**src/rtl/fpu_result_if.sv**
```systemverilog
// Consumer-side handshake bundle for fpu_result_fifo: head entry plus valid/ready.
interface fpu_result_if #(
  parameter int DATA_W = 32,
  parameter int STAT_W = 4
);
  logic              out_valid;
  logic              out_ready;
  logic [DATA_W-1:0] out_data;
  logic [STAT_W-1:0] out_status;
  logic [15:0]       out_ts;

  modport master (
    output out_valid, out_data, out_status, out_ts,
    input  out_ready
  );

  modport slave (
    input  out_valid, out_data, out_status, out_ts,
    output out_ready
  );
endinterface

```
**src/rtl/fpu_result_fifo.sv**
```systemverilog
// Captures each new fpu result into a show-ahead FIFO drained over valid/ready.
// Optional per-entry timestamps are enabled with the macro FPU_RESULT_TS_EN.
module fpu_result_fifo #(
  parameter int DATA_W = 32,
  parameter int STAT_W = 4,
  parameter int DEPTH  = 4,
  localparam int CNT_W = $clog2(DEPTH + 1)
) (
  input  logic              clock100KHz,
  input  logic              reset,
  input  logic [DATA_W-1:0] data_in,
  input  logic [STAT_W-1:0] status_in,
  fpu_result_if.master      out_if,
  output logic [CNT_W-1:0]  count,
  output logic              drop,
  input  logic              drop_clr
);

  localparam int PTR_W = $clog2(DEPTH);

  logic [DATA_W-1:0] prev_data;
  logic [STAT_W-1:0] prev_status;
  logic [PTR_W-1:0]  wr_ptr;
  logic [PTR_W-1:0]  rd_ptr;
  logic [DATA_W-1:0] data_mem [DEPTH];
  logic [STAT_W-1:0] stat_mem [DEPTH];

  logic new_result;
  logic full;
  logic pop;
  logic push_ok;
  logic discard;

  // A result is new when status rises from idle or the data/status word changes.
  assign new_result = (status_in != '0) &&
                      ((prev_status == '0) || (data_in != prev_data) ||
                       (status_in != prev_status));

  assign full    = (count == CNT_W'(DEPTH));
  assign pop     = out_if.out_valid && out_if.out_ready;
  assign push_ok = new_result && (!full || pop);
  assign discard = new_result && full && !pop;

  always_ff @(posedge clock100KHz) begin
    if (!reset) begin
      prev_data   <= '0;
      prev_status <= '0;
    end else begin
      prev_data   <= data_in;
      prev_status <= status_in;
    end
  end

  always_ff @(posedge clock100KHz) begin
    if (!reset) begin
      wr_ptr <= '0;
      rd_ptr <= '0;
      count  <= '0;
    end else begin
      if (push_ok) wr_ptr <= wr_ptr + PTR_W'(1);
      if (pop)     rd_ptr <= rd_ptr + PTR_W'(1);
      case ({push_ok, pop})
        2'b10:   count <= count + CNT_W'(1);
        2'b01:   count <= count - CNT_W'(1);
        default: count <= count;
      endcase
    end
  end

  // Discard has priority over a simultaneous clear so no loss goes unreported.
  always_ff @(posedge clock100KHz) begin
    if (!reset)        drop <= 1'b0;
    else if (discard)  drop <= 1'b1;
    else if (drop_clr) drop <= 1'b0;
  end

  always_ff @(posedge clock100KHz) begin
    if (reset && push_ok) begin
      data_mem[wr_ptr] <= data_in;
      stat_mem[wr_ptr] <= status_in;
    end
  end

  assign out_if.out_valid  = (count != '0);
  assign out_if.out_data   = data_mem[rd_ptr];
  assign out_if.out_status = stat_mem[rd_ptr];

`ifdef FPU_RESULT_TS_EN
  logic [15:0] ts_cnt;
  logic [15:0] ts_mem [DEPTH];

  always_ff @(posedge clock100KHz) begin
    if (!reset) ts_cnt <= '0;
    else        ts_cnt <= ts_cnt + 16'd1;
  end

  always_ff @(posedge clock100KHz) begin
    if (reset && push_ok) ts_mem[wr_ptr] <= ts_cnt;
  end

  assign out_if.out_ts = ts_mem[rd_ptr];
`else
  assign out_if.out_ts = 16'h0000;
`endif

endmodule

```
**src/flat_wrapper.sv**
```systemverilog
// flat-port wrapper written by rule: the top's interface ports become plain ports
module fpu_result_fifo_flat 
#(
  parameter int DATA_W = 32,
  parameter int STAT_W = 4,
  parameter int DEPTH  = 4,
  localparam int CNT_W = $clog2(DEPTH + 1)
)
  (clock100KHz, reset, data_in, status_in, count, drop, drop_clr, out_if_out_valid, out_if_out_data, out_if_out_status, out_if_out_ts, out_if_out_ready);
  fpu_result_if #(.DATA_W(DATA_W), .STAT_W(STAT_W)) out_if_i ();
  input  logic clock100KHz;
  input  logic reset;
  input  logic [DATA_W-1:0] data_in;
  input  logic [STAT_W-1:0] status_in;
  output logic [CNT_W-1:0] count;
  output logic drop;
  input  logic drop_clr;
  output wire logic [$bits(out_if_i.out_valid)-1:0] out_if_out_valid;
  output wire logic [$bits(out_if_i.out_data)-1:0] out_if_out_data;
  output wire logic [$bits(out_if_i.out_status)-1:0] out_if_out_status;
  output wire logic [$bits(out_if_i.out_ts)-1:0] out_if_out_ts;
  input wire logic [$bits(out_if_i.out_ready)-1:0] out_if_out_ready;
  assign out_if_out_valid = out_if_i.out_valid;
  assign out_if_out_data = out_if_i.out_data;
  assign out_if_out_status = out_if_i.out_status;
  assign out_if_out_ts = out_if_i.out_ts;
  assign out_if_i.out_ready = out_if_out_ready;
  fpu_result_fifo #(.DATA_W(DATA_W), .STAT_W(STAT_W), .DEPTH(DEPTH)) u_core (.clock100KHz(clock100KHz), .reset(reset), .data_in(data_in), .status_in(status_in), .out_if(out_if_i), .count(count), .drop(drop), .drop_clr(drop_clr));
endmodule
```
**config.mk**
```make
export PLATFORM = sky130hd
export DESIGN_NAME = fpu_result_fifo_flat
export DESIGN_NICKNAME = d
export VERILOG_FILES = /design/src/rtl/fpu_result_if.sv /design/src/rtl/fpu_result_fifo.sv /design/src/flat_wrapper.sv
export SDC_FILE = /design/constraint.sdc
export NUM_CORES = 1
export LEC_CHECK = 0
export ABC_AREA = 0
export BUFFER_PORTS_ARGS = -buffer_cell sky130_fd_sc_hd__buf_2
export CORE_UTILIZATION = 61
export CTS_CLUSTER_SIZE = 25
export DETAILED_ROUTE_END_ITERATION = 8
export MAX_ROUTING_LAYER = met4
export PLACE_DENSITY = 0.85
export SYNTH_ARGS = -nofsm -noshare
export SYNTH_HDL_FRONTEND = slang
export SYNTH_SLANG_ARGS = --single-unit
```
**constraint.sdc**
```tcl
create_clock -name clock100KHz -period 4.7 [get_ports clock100KHz]
set_clock_uncertainty 0.2 [all_clocks]
set_input_delay 0.705 -clock clock100KHz [delete_from_list [all_inputs] [get_ports clock100KHz]]
set_output_delay 0.705 -clock clock100KHz [all_outputs]
set_load 0.02 [all_outputs]
```
==> results of run 1 <==
synthesized netlist by cell type, types with 2 or more instances:
| cell type | number |
|---|---|
| and2_1 | 39 |
| and3_1 | 4 |
| buf_2 | 3 |
| buf_4 | 17 |
| clkbuf_1 | 9 |
| dfxtp_1 | 46 |
| edfxtp_1 | 144 |
| ha_1 | 4 |
| inv_1 | 2 |
| mux2i_1 | 2 |
| mux4_2 | 36 |
| nand2_1 | 4 |
| nand2b_1 | 2 |
| nand3_1 | 6 |
| nand4_1 | 2 |
| nor3_1 | 2 |
| nor4_1 | 7 |
| nor4_2 | 2 |
| xnor2_1 | 5 |
| xor2_1 | 34 |
power by group through the flow:
| stage | combinational, mW | clock (mW) | sequential [mW] |
|---|---|---|---|
| floorplan | 0.642 | 0 | 2.04 |
| global placement | 0.830 | 0 | 2.10 |
| detailed placement | 0.845 | 0 | 2.11 |
| CTS | 0.854 | 1.43 | 2.08 |
| global route | 0.894 | 1.48 | 2.09 |
| finish | 0.840 | 1.41 | 2.07 |
cells in the final DEF, fill, tap and decap left out, types with 2 or more instances in the layout:
cell type   netlist  final
nand2b_1          2      2
nand4_1           2      2
buf_2             3     80
clkbuf_1          9      3
nand2_1           4      4
xnor2_1           5      5
conb_1            1     16
nor3_1            2      2
buf_4            17      3
dfxtp_1          46     44
and3_2            0      4
xor2_1           34     34
and2_1           39     39
mux4_2           36     36
nor4_1            7      7
bufinv_16         0      3
edfxtp_1        144    144
inv_1             2      2
ha_1              4      4
nand3_1           6      6
clkinvlp_4        0      2
dfxtp_2           0      2
mux2i_1           2      2
clkinv_1          0      2
clkbuf_16         0     17
clkinv_2          0      3
nor4_2            2      2
clkinv_4          0      2
worst max-delay path, stage by stage (launching register included):
cell and delay, ns:
dfxtp_2 0.76, buf_4 0.38, mux4_2 0.54, buf_2 0.18
worst min-delay path by stage:
stage                                 from          endpoint  slack [ns]
after floorplan           u_core.wr_ptr[1]  u_core.wr_ptr[1]        0.26
after global placement         u_core.drop       u_core.drop        0.26
after detailed placement       u_core.drop       u_core.drop        0.27
after CTS                      u_core.drop       u_core.drop        0.28
after global routing           u_core.drop       u_core.drop        0.30
final                          u_core.drop       u_core.drop        0.28
registers in the layout, summed over array words and instances (netlist names), named ones only:
register            cells
u_core.count            3
u_core.data_mem       128
u_core.drop             1
u_core.prev_data       32
u_core.prev_status      4
u_core.rd_ptr           2
u_core.stat_mem        16
u_core.wr_ptr           2
stage by stage:
step / worst slack (ns) / instances / utilization, % / hold slack (ns)
floorplan: 1.55 / 406 / - / 0.261
global placement: 1.33 / 602 / 67.3 / 0.258
detailed placement: 1.20 / 602 / 67.3 / 0.271
CTS: 1.42 / 634 / 72.3 / 0.285
global route: 1.36 / 634 / 72.3 / 0.304
finish: 1.50 / 634 / 72.3 / 0.279
layer usage:
layer / vias to the layer above / wire length, um
li1: 1628 / -
met1: 1816 / 5330
met2: 132 / 6580
met3: 22 / 667
met4: 0 / 225
met5: - / 0
layout make-up:
cell class	count	area [sq um]	area share, %
clock buffers	20	437	5.24
clock inverters	12	145	1.74
inverters	2	7.51	0.0901
multi-input cells	184	1890	22.7
flip-flops and latches	190	5250	63.0
well taps	143	179	2.15
repair buffers	83	423	5.08
cell families (layout without fill, tap and decap cells):
group / Yosys count / count (layout) / share of synthesized area, %
XOR/XNOR: 39 / 39 / 4.70
AO/OA/AOI/OAI: 5 / 5 / 0.585
other: 1 / 16 / 0.0516
multiplexers: 38 / 38 / 11.4
AND/OR/NAND/NOR: 81 / 81 / 7.44
buffers and inverters: 32 / 117 / 2.68
flip-flops: 190 / 190 / 72.2
adder cells (fa/ha/maj): 5 / 5 / 0.964
==> impl_metrics.tcl, run 1 <==
set metrics [dict create \
    hp-class "register to register" \
    final_max_slew_viol_count 0 \
    start_util_pct 63.1 \
    criticalPathCategory "register to output port" \
    status "finished, violations left" \
    fin_setup_tns_ns 0 \
    r2r_start "u_core.prev_status[0]" \
    place_area_sq_um 7750 \
    critPathRequiredTime_ns 3.80 \
    die-height_um 111 \
    synth.distinct_cells 41 \
    min_period_over_period_pct 68.1 \
    cts_tree "yes" \
    use_met1_pct 28.9 \
    swShare_pct 26.8 \
    hpwlAfterDp_um 7540 \
    p_per_area_nw_per_um2 519 \
    ys_warn_count 0 \
    violations "design-rule violations" \
    synth-seq-area-share_pct 72.2 \
    avgViaCountPerCell 5.68 \
    ys_top_cells_by_area "edfxtp_1, dfxtp_1, mux4_2, xor2_1, and2_1" \
    clkSlewWorstSetupHoldPaths_ns 0.06 \
    startpoint_type "register" \
    grt.met2_usage_pct 36.0 \
    fmax_mhz 313 \
    netlist.area_leader.share_pct 59.5 \
    drt_iter0_drc 251 \
    synth_edf_count 144 \
    globalRouteMet3Util_pct 5.14 \
    fin_nets 523 \
    gr-max-usage-layer "met2" \
    fp.dieW_um 111 \
    routed_wl_um 12800 \
    avgSynthCellArea_sq_um 18.6 \
    clkPwrFrac_pct 32.7 \
    drv_cap 0 \
    fillCellCount 694 \
    clkSinkCount 190 \
    synth_ff_type "edfxtp_1" \
    clk_latency_ns 0.42 \
    synth_top_area_cell "edfxtp_1" \
    reg2reg_slack_ns 1.65 \
    ant_nets 0 \
    drive_above_1_share_pct 33.2 \
    dr.pass1.iters 7 \
    drc_errors 7 \
    syn_area_sq_um 7270 \
    min_path_cells 2 \
    cp.arrival_ns 2.29 \
    async_flop_share_pct 0 \
    rsz0062_at_grt "no" \
    combPwrFrac_pct 19.4 \
    clock_path_buffers 2 \
    postCtsSetupRepairBufs 0 \
    ys_ff_latch 190 \
    grt_max_degree 56 \
    cts_made_buffers 17 \
    cts-resized-gates 0 \
    r2r-end "u_core.data_mem[1][30]" \
    power_switching_mw 1.16 \
    finalSetupViolCount 0 \
    grt_pass1_vias 3621 \
    syn2layout_area_growth_pct 14.6 \
    routedWlPerCell_um 20.2 \
    tightestPinTransition_ns 0.998 \
    slew_headroom_pct 33.5 \
    vias 3598 \
    grt_use_total_pct 22.6 \
    ios 97 \
    power_mw 4.32 \
    io_buffers 80 \
    worstRegToRegCells 6 \
    die_area_sq_um 12400 \
    antenna_found_initial 0 \
    period_needed_ns 3.20 \
    grt_pass1_wl_um 19800 \
    endpoint "out_if_out_data[4]" \
    ir_drop_v 0.000234 \
    worst-path-max-fanout 18 \
    syn_inst 391 \
    core_sq_um 11500 \
    htreeDepth 4 \
    rows 39 \
    hold_viol 0 \
    end_kind "output port" \
    place.gp.congestion 0.718 \
    cts-root-buf "clkbuf_16" \
    hold_buffers 0 \
    p_int_mw 3.16 \
    final_cell_area_sq_um 8330 \
    seq_power_share_pct 47.9 \
    power_leakage_nw 3.00 \
    antenna_cells 0 \
    grt_overflow 0 \
]
Power figures use the tool's default switching activity.
==> inputs of run 2 (changes only) <==
--- a/config.mk
+++ b/config.mk
@@ -7,11 +7,11 @@
 export LEC_CHECK = 0
 export ABC_AREA = 0
 export BUFFER_PORTS_ARGS = -buffer_cell sky130_fd_sc_hd__buf_2
-export CORE_UTILIZATION = 61
+export CORE_UTILIZATION = 51
 export CTS_CLUSTER_SIZE = 25
 export DETAILED_ROUTE_END_ITERATION = 8
 export MAX_ROUTING_LAYER = met4
-export PLACE_DENSITY = 0.85
+export PLACE_DENSITY = 0.76
 export SYNTH_ARGS = -nofsm -noshare
 export SYNTH_HDL_FRONTEND = slang
 export SYNTH_SLANG_ARGS = --single-unit
==> constraint.sdc (replaced) <==
create_clock -name clock100KHz -period 2.65 [get_ports clock100KHz]
set_clock_uncertainty 0.2 [all_clocks]
set_input_delay 0.3975 -clock clock100KHz [delete_from_list [all_inputs] [get_ports clock100KHz]]
set_output_delay 0.3975 -clock clock100KHz [all_outputs]
set_load 0.02 [all_outputs]
==> impl_metrics.tcl, run 2 (synthesis results as in run 1) <==
set metrics [dict create \
    fin_setup_tns_ns 0 \
    fin_nets 563 \
    combPwrFrac_pct 22.2 \
    dr.pass1.iters 4 \
    drc_errors 0 \
    fmax_mhz 388 \
    slew_headroom_pct 61.1 \
    clk_latency_ns 0.43 \
    cts_made_buffers 17 \
    ir_drop_v 0.000422 \
    place_ws_ns -0.318 \
    clkSlewWorstSetupHoldPaths_ns 0.06 \
    regArea_sq_um 5250 \
    largest_reg_flops 128 \
    grt_max_degree 28 \
    start_util_pct 52.4 \
    power_leakage_nw 3.24 \
    end_kind "register" \
    cts-root-buf "clkbuf_16" \
    final_cell_mix "edfxtp_1, buf_2, dfxtp_1" \
    avgViaCountPerCell 5.30 \
    rsz0062_at_grt "yes" \
    clock_path_buffers 2 \
    hpwlAfterDp_um 8640 \
    finalSetupViolCount 0 \
    cts_tree "yes" \
    hold_viol 0 \
    routed_wl_um 13500 \
    worst-path-max-fanout 2 \
    htreeDepth 4 \
    grt_overflow 0 \
    ant_nets 0 \
    status "finished, final reports clean" \
    io_buffers 80 \
    path_cells "xor2_2, nor4_4, buf_4, nand4_1, or3_4, a21oi_4, fa_2, nand2_1, mux2i_1" \
    path_delay_family "simple AND/OR/NAND/NOR gates" \
    drive_above_1_share_pct 39.4 \
    period_needed_ns 2.58 \
    startpoint_type "register" \
    critPathMaxStageDelay_ns 0.43 \
    antenna_cells 0 \
    antenna_found_initial 0 \
    mostFrequentLayoutCell "edfxtp_1" \
    clkSinkCount 190 \
    power_switching_mw 2.08 \
    vias 3763 \
    grt_pass1_wl_um 20500 \
    min_period_over_period_pct 97.3 \
    drv_cap 0 \
    cp.arrival_ns 2.68 \
    tightestPinTransition_ns 0.575 \
    swShare_pct 26.5 \
    drt_iter0_drc 306 \
    crit_buf_inv 1 \
    multi_input_area_sq_um 1940 \
    ios 97 \
    place.gp.congestion 0.810 \
    syn2layout_area_growth_pct 21.4 \
    seq_power_share_pct 45.8 \
    p_int_mw 5.78 \
    power_mw 7.86 \
    top_regs "u_core.data_mem (128), u_core.prev_data (32), u_core.stat_mem (16)" \
    grt_pass1_vias 3782 \
    core_sq_um 13900 \
    die_area_sq_um 14700 \
    rows 43 \
    fin_ws_ns 0.0709 \
    fillCellCount 991 \
    fp.dieW_um 121 \
    die-height_um 121 \
    criticalPathCategory "register to register" \
    top_register "u_core.data_mem" \
    worst_path_max_delay_cell "fa_2" \
    final_max_slew_viol_count 0 \
    p_per_area_nw_per_um2 891 \
    clkPwrFrac_pct 32.0 \
    critPathRequiredTime_ns 2.75 \
    routedWlPerCell_um 19.0 \
    grt_use_total_pct 20.2 \
    hp-class "primary input to register" \
]
[run 2: cell types whose count changed in the layout (fill, tap and decap cells not counted), sizes merged]
cell,previous run,this run
buf,83,123
clkbuf,20,23
clkinv,7,5
clkinvlp,2,0
[run 2: power groups by stage]
stage	registers, mW	logic (mW)	clock network, mW
after floorplan	3.62	1.14	0
after global placement	3.64	1.72	0
after CTS	3.60	1.76	2.55
after detailed placement	3.66	1.75	0
final	3.60	1.75	2.52
after global routing	3.62	1.87	2.66
[run 2: area by class of cell]
| class | instances | share of cell area, % |
|---|---|---|
| clock inverters | 8 | 1.33 |
| multi-input cells | 184 | 21.9 |
| clock buffers | 23 | 5.30 |
| flip-flops and latches | 190 | 59.5 |
| repair buffers | 123 | 9.33 |
| inverters | 2 | 0.0850 |
| well taps | 180 | 2.55 |
[run 2: metal layers]
layer	track usage (%)	vias up	wire [um]
met4	6.94	0	163
met5	-	-	0
met1	25.1	1937	5860
met2	32.2	102	6840
met3	5.17	13	647
li1	-	1711	-
[run 2: stage by stage]
step           instance area [sq um]  hold WS, ns  instances  util, %
2_1_floorplan                   7330        0.261        406        -
3_3_place_gp                    8180        0.259        677     58.9
3_5_place_dp                    8180        0.265        677     58.9
4_1_cts                         8780       0.0107        709     63.3
5_1_grt                         8830       0.0168        710     63.6
6_report                        8830       0.0267        710     63.6
[run 2: path summary, 6_finish.rpt]
path / start / to / slack (ns) / cells past startpoint
max: u_core.prev_data[30] / u_core.count[1] / 0.07 / 9
min: data_in[12] / u_core.data_mem[3][12] / 0.03 / 1
max reg2reg: u_core.prev_data[30] / u_core.count[1] / 0.07 / 9
min reg2reg: u_core.drop / u_core.drop / 0.28 / 2
[run 2: repair_timing]
action	CTS	global route
setup endpoints to repair	2	4
hold buffers	0	0
pin swaps	3	7
hold endpoints to repair	0	0
gates resized for setup	2	8
buffers inserted	1	1
==> inputs of run 3 (changes only) <==
--- a/config.mk
+++ b/config.mk
@@ -7,11 +7,11 @@
 export LEC_CHECK = 0
 export ABC_AREA = 0
 export BUFFER_PORTS_ARGS = -buffer_cell sky130_fd_sc_hd__buf_2
-export CORE_UTILIZATION = 51
+export CORE_UTILIZATION = 57
 export CTS_CLUSTER_SIZE = 25
 export DETAILED_ROUTE_END_ITERATION = 8
 export MAX_ROUTING_LAYER = met4
-export PLACE_DENSITY = 0.76
+export PLACE_DENSITY = 0.8
 export SYNTH_ARGS = -nofsm -noshare
 export SYNTH_HDL_FRONTEND = slang
 export SYNTH_SLANG_ARGS = --single-unit
==> constraint.sdc (replaced) <==
create_clock -name clock100KHz -period 2.55 [get_ports clock100KHz]
set_clock_uncertainty 0.2 [all_clocks]
set_input_delay 0.3825 -clock clock100KHz [delete_from_list [all_inputs] [get_ports clock100KHz]]
set_output_delay 0.3825 -clock clock100KHz [all_outputs]
set_load 0.02 [all_outputs]
==> impl_metrics.tcl, run 3 (synthesis results as in run 1) <==
set metrics [dict create \
    hold_viol 0 \
    die_area_sq_um 13200 \
    final_cell_mix "edfxtp_1, buf_2, dfxtp_1" \
    fmax_mhz 382 \
    cts_made_buffers 17 \
    worstRegToRegCells 9 \
    hpwlAfterDp_um 8310 \
    post-route-util_pct 72.5 \
    crit_buf_inv 1 \
    hp-class "primary input to register" \
    antenna_found_initial 1 \
    tightestPinTransition_ns 0.672 \
    period_needed_ns 2.62 \
    cts_tree "yes" \
    min_path_cells 1 \
    largest_reg_flops 128 \
    io_buffers 80 \
    ir_drop_v 0.000584 \
    status "finished, violations left" \
    end_kind "register" \
    drc_errors 0 \
    clkSinkCount 190 \
    grt_pass1_vias 4026 \
    power_leakage_nw 3.26 \
    fp.dieW_um 115 \
    path_cells "xor2_1, nor4_2, buf_4, nand4_1, or3_4, a21oi_4, fa_2, nand2_1, mux2i_1" \
    rsz0062_at_grt "yes" \
    drt_iter0_drc 285 \
    final_max_slew_viol_count 0 \
    startpoint_type "register" \
    drv_cap 0 \
    min_period_over_period_pct 103 \
    routed_wl_um 13900 \
    top_regs "u_core.data_mem (128), u_core.prev_data (32), u_core.stat_mem (16)" \
    cts-root-buf "clkbuf_16" \
    fin_nets 572 \
    fillCellCount 779 \
    worst_path_max_delay_cell "fa_2" \
    critPathRequiredTime_ns 2.66 \
    finalSetupViolCount 2 \
    mostFrequentLayoutCell "edfxtp_1" \
    place.gp.congestion 0.822 \
    rows 40 \
    avgViaCountPerCell 5.38 \
    syn2layout_area_growth_pct 21.8 \
    grt_pass1_wl_um 21500 \
    path_delay_family "simple AND/OR/NAND/NOR gates" \
    p_per_area_nw_per_um2 917 \
    clock_path_buffers 2 \
    ios 97 \
    dr.pass1.iters 5 \
    fin_ws_ns -0.0656 \
    violations "negative setup slack" \
    clk_latency_ns 0.43 \
    criticalPathCategory "register to register" \
    grt_overflow 0 \
    grt_max_degree 37 \
    slew_headroom_pct 54.6 \
    cp.arrival_ns 2.73 \
    worst-path-stages 9 \
    core_sq_um 12200 \
    clkSlewWorstSetupHoldPaths_ns 0.06 \
    routedWlPerCell_um 19.6 \
    start_util_pct 59.5 \
    worst-path-max-fanout 2 \
    critPathMaxStageDelay_ns 0.45 \
    die-height_um 115 \
    vias 3812 \
    top_register "u_core.data_mem" \
    drive_above_1_share_pct 37.0 \
    ant_nets 0 \
    timing.hold.ws_ns 0.0174 \
    htreeDepth 4 \
    grt_use_total_pct 23.8 \
]
==> run 3: changes by cell type in the layout (fill, tap and decap cells not counted), moves of 2 or more <==
cell	previous run	this run
nor4_1	4	6
dlygate4sd3_1	0	13
buf_12	8	6
buf_4	35	33
clkinv_2	3	1
clkbuf_8	2	5
==> run 3: where the power goes <==
group / total (mW) / leakage [nW] / switching [mW] / internal, mW
sequential: 3.71 / 1.70 / 0.104 / 3.61
clock: 2.61 / 0.286 / 1.05 / 1.57
combinational: 1.79 / 1.27 / 1.01 / 0.778
==> run 3: final cells by class <==
class                           count  area (sq um)  area share [%]
Sequential cell                   190          5250            59.3
Multi-Input combinational cell    184          1900            21.4
Timing Repair Buffer              132           898            10.1
Clock buffer                       26           509            5.75
Tap cell                          168           210            2.37
Clock inverter                      6          80.1           0.904
Inverter                            2          7.51          0.0848
Antenna cell                        1          2.50          0.0283
==> run 3: stage by stage <==
step / TNS [ns] / power, mW / area, sq um / std cells / setup slack (ns)
global route: -1.58 / 8.41 / 8850 / 709 / -0.153
floorplan: 0 / 4.95 / 7330 / 406 / 0.0930
detailed placement: -7.68 / 5.56 / 8120 / 662 / -0.350
finish: -0.0862 / 8.12 / 8850 / 709 / -0.0656
CTS: -0.126 / 8.17 / 8850 / 708 / -0.0760
global placement: -7.90 / 5.51 / 8120 / 662 / -0.290
==> run 3: worst paths after layout <==
path	startpoint	to	slack, ns
max	u_core.prev_data[2]	u_core.count[1]	-0.07
min	data_in[4]	u_core.data_mem[3][4]	0.02
max reg2reg	u_core.prev_data[2]	u_core.count[1]	-0.07
min reg2reg	u_core.drop	u_core.drop	0.29
==> run 3: metal layers <==
metal	up-vias	wire length [um]	track usage, %
met5	-	0	-
met4	0	322	9.87
met3	20	632	5.69
met2	108	7190	38.2
met1	1952	5780	29.1
li1	1732	-	-
==> run 3: what timing repair did <==
item / CTS / global route
hold endpoints to repair: 25 / 0
pin swaps: 3 / 2
gates resized for setup: 1 / 1
buffers inserted: 1 / 0
hold buffers: 13 / 0
setup endpoints to repair: 125 / 11
==> run 3: worst reg2reg max path, cell delays in order, from the launching register on <==
cell     delay (ns)
dfxtp_1        0.31
xor2_1         0.17
nor4_2         0.34
buf_4          0.17
nand4_1        0.17
or3_4          0.40
a21oi_4        0.15
fa_2           0.45
nand2_1        0.08
mux2i_1        0.08
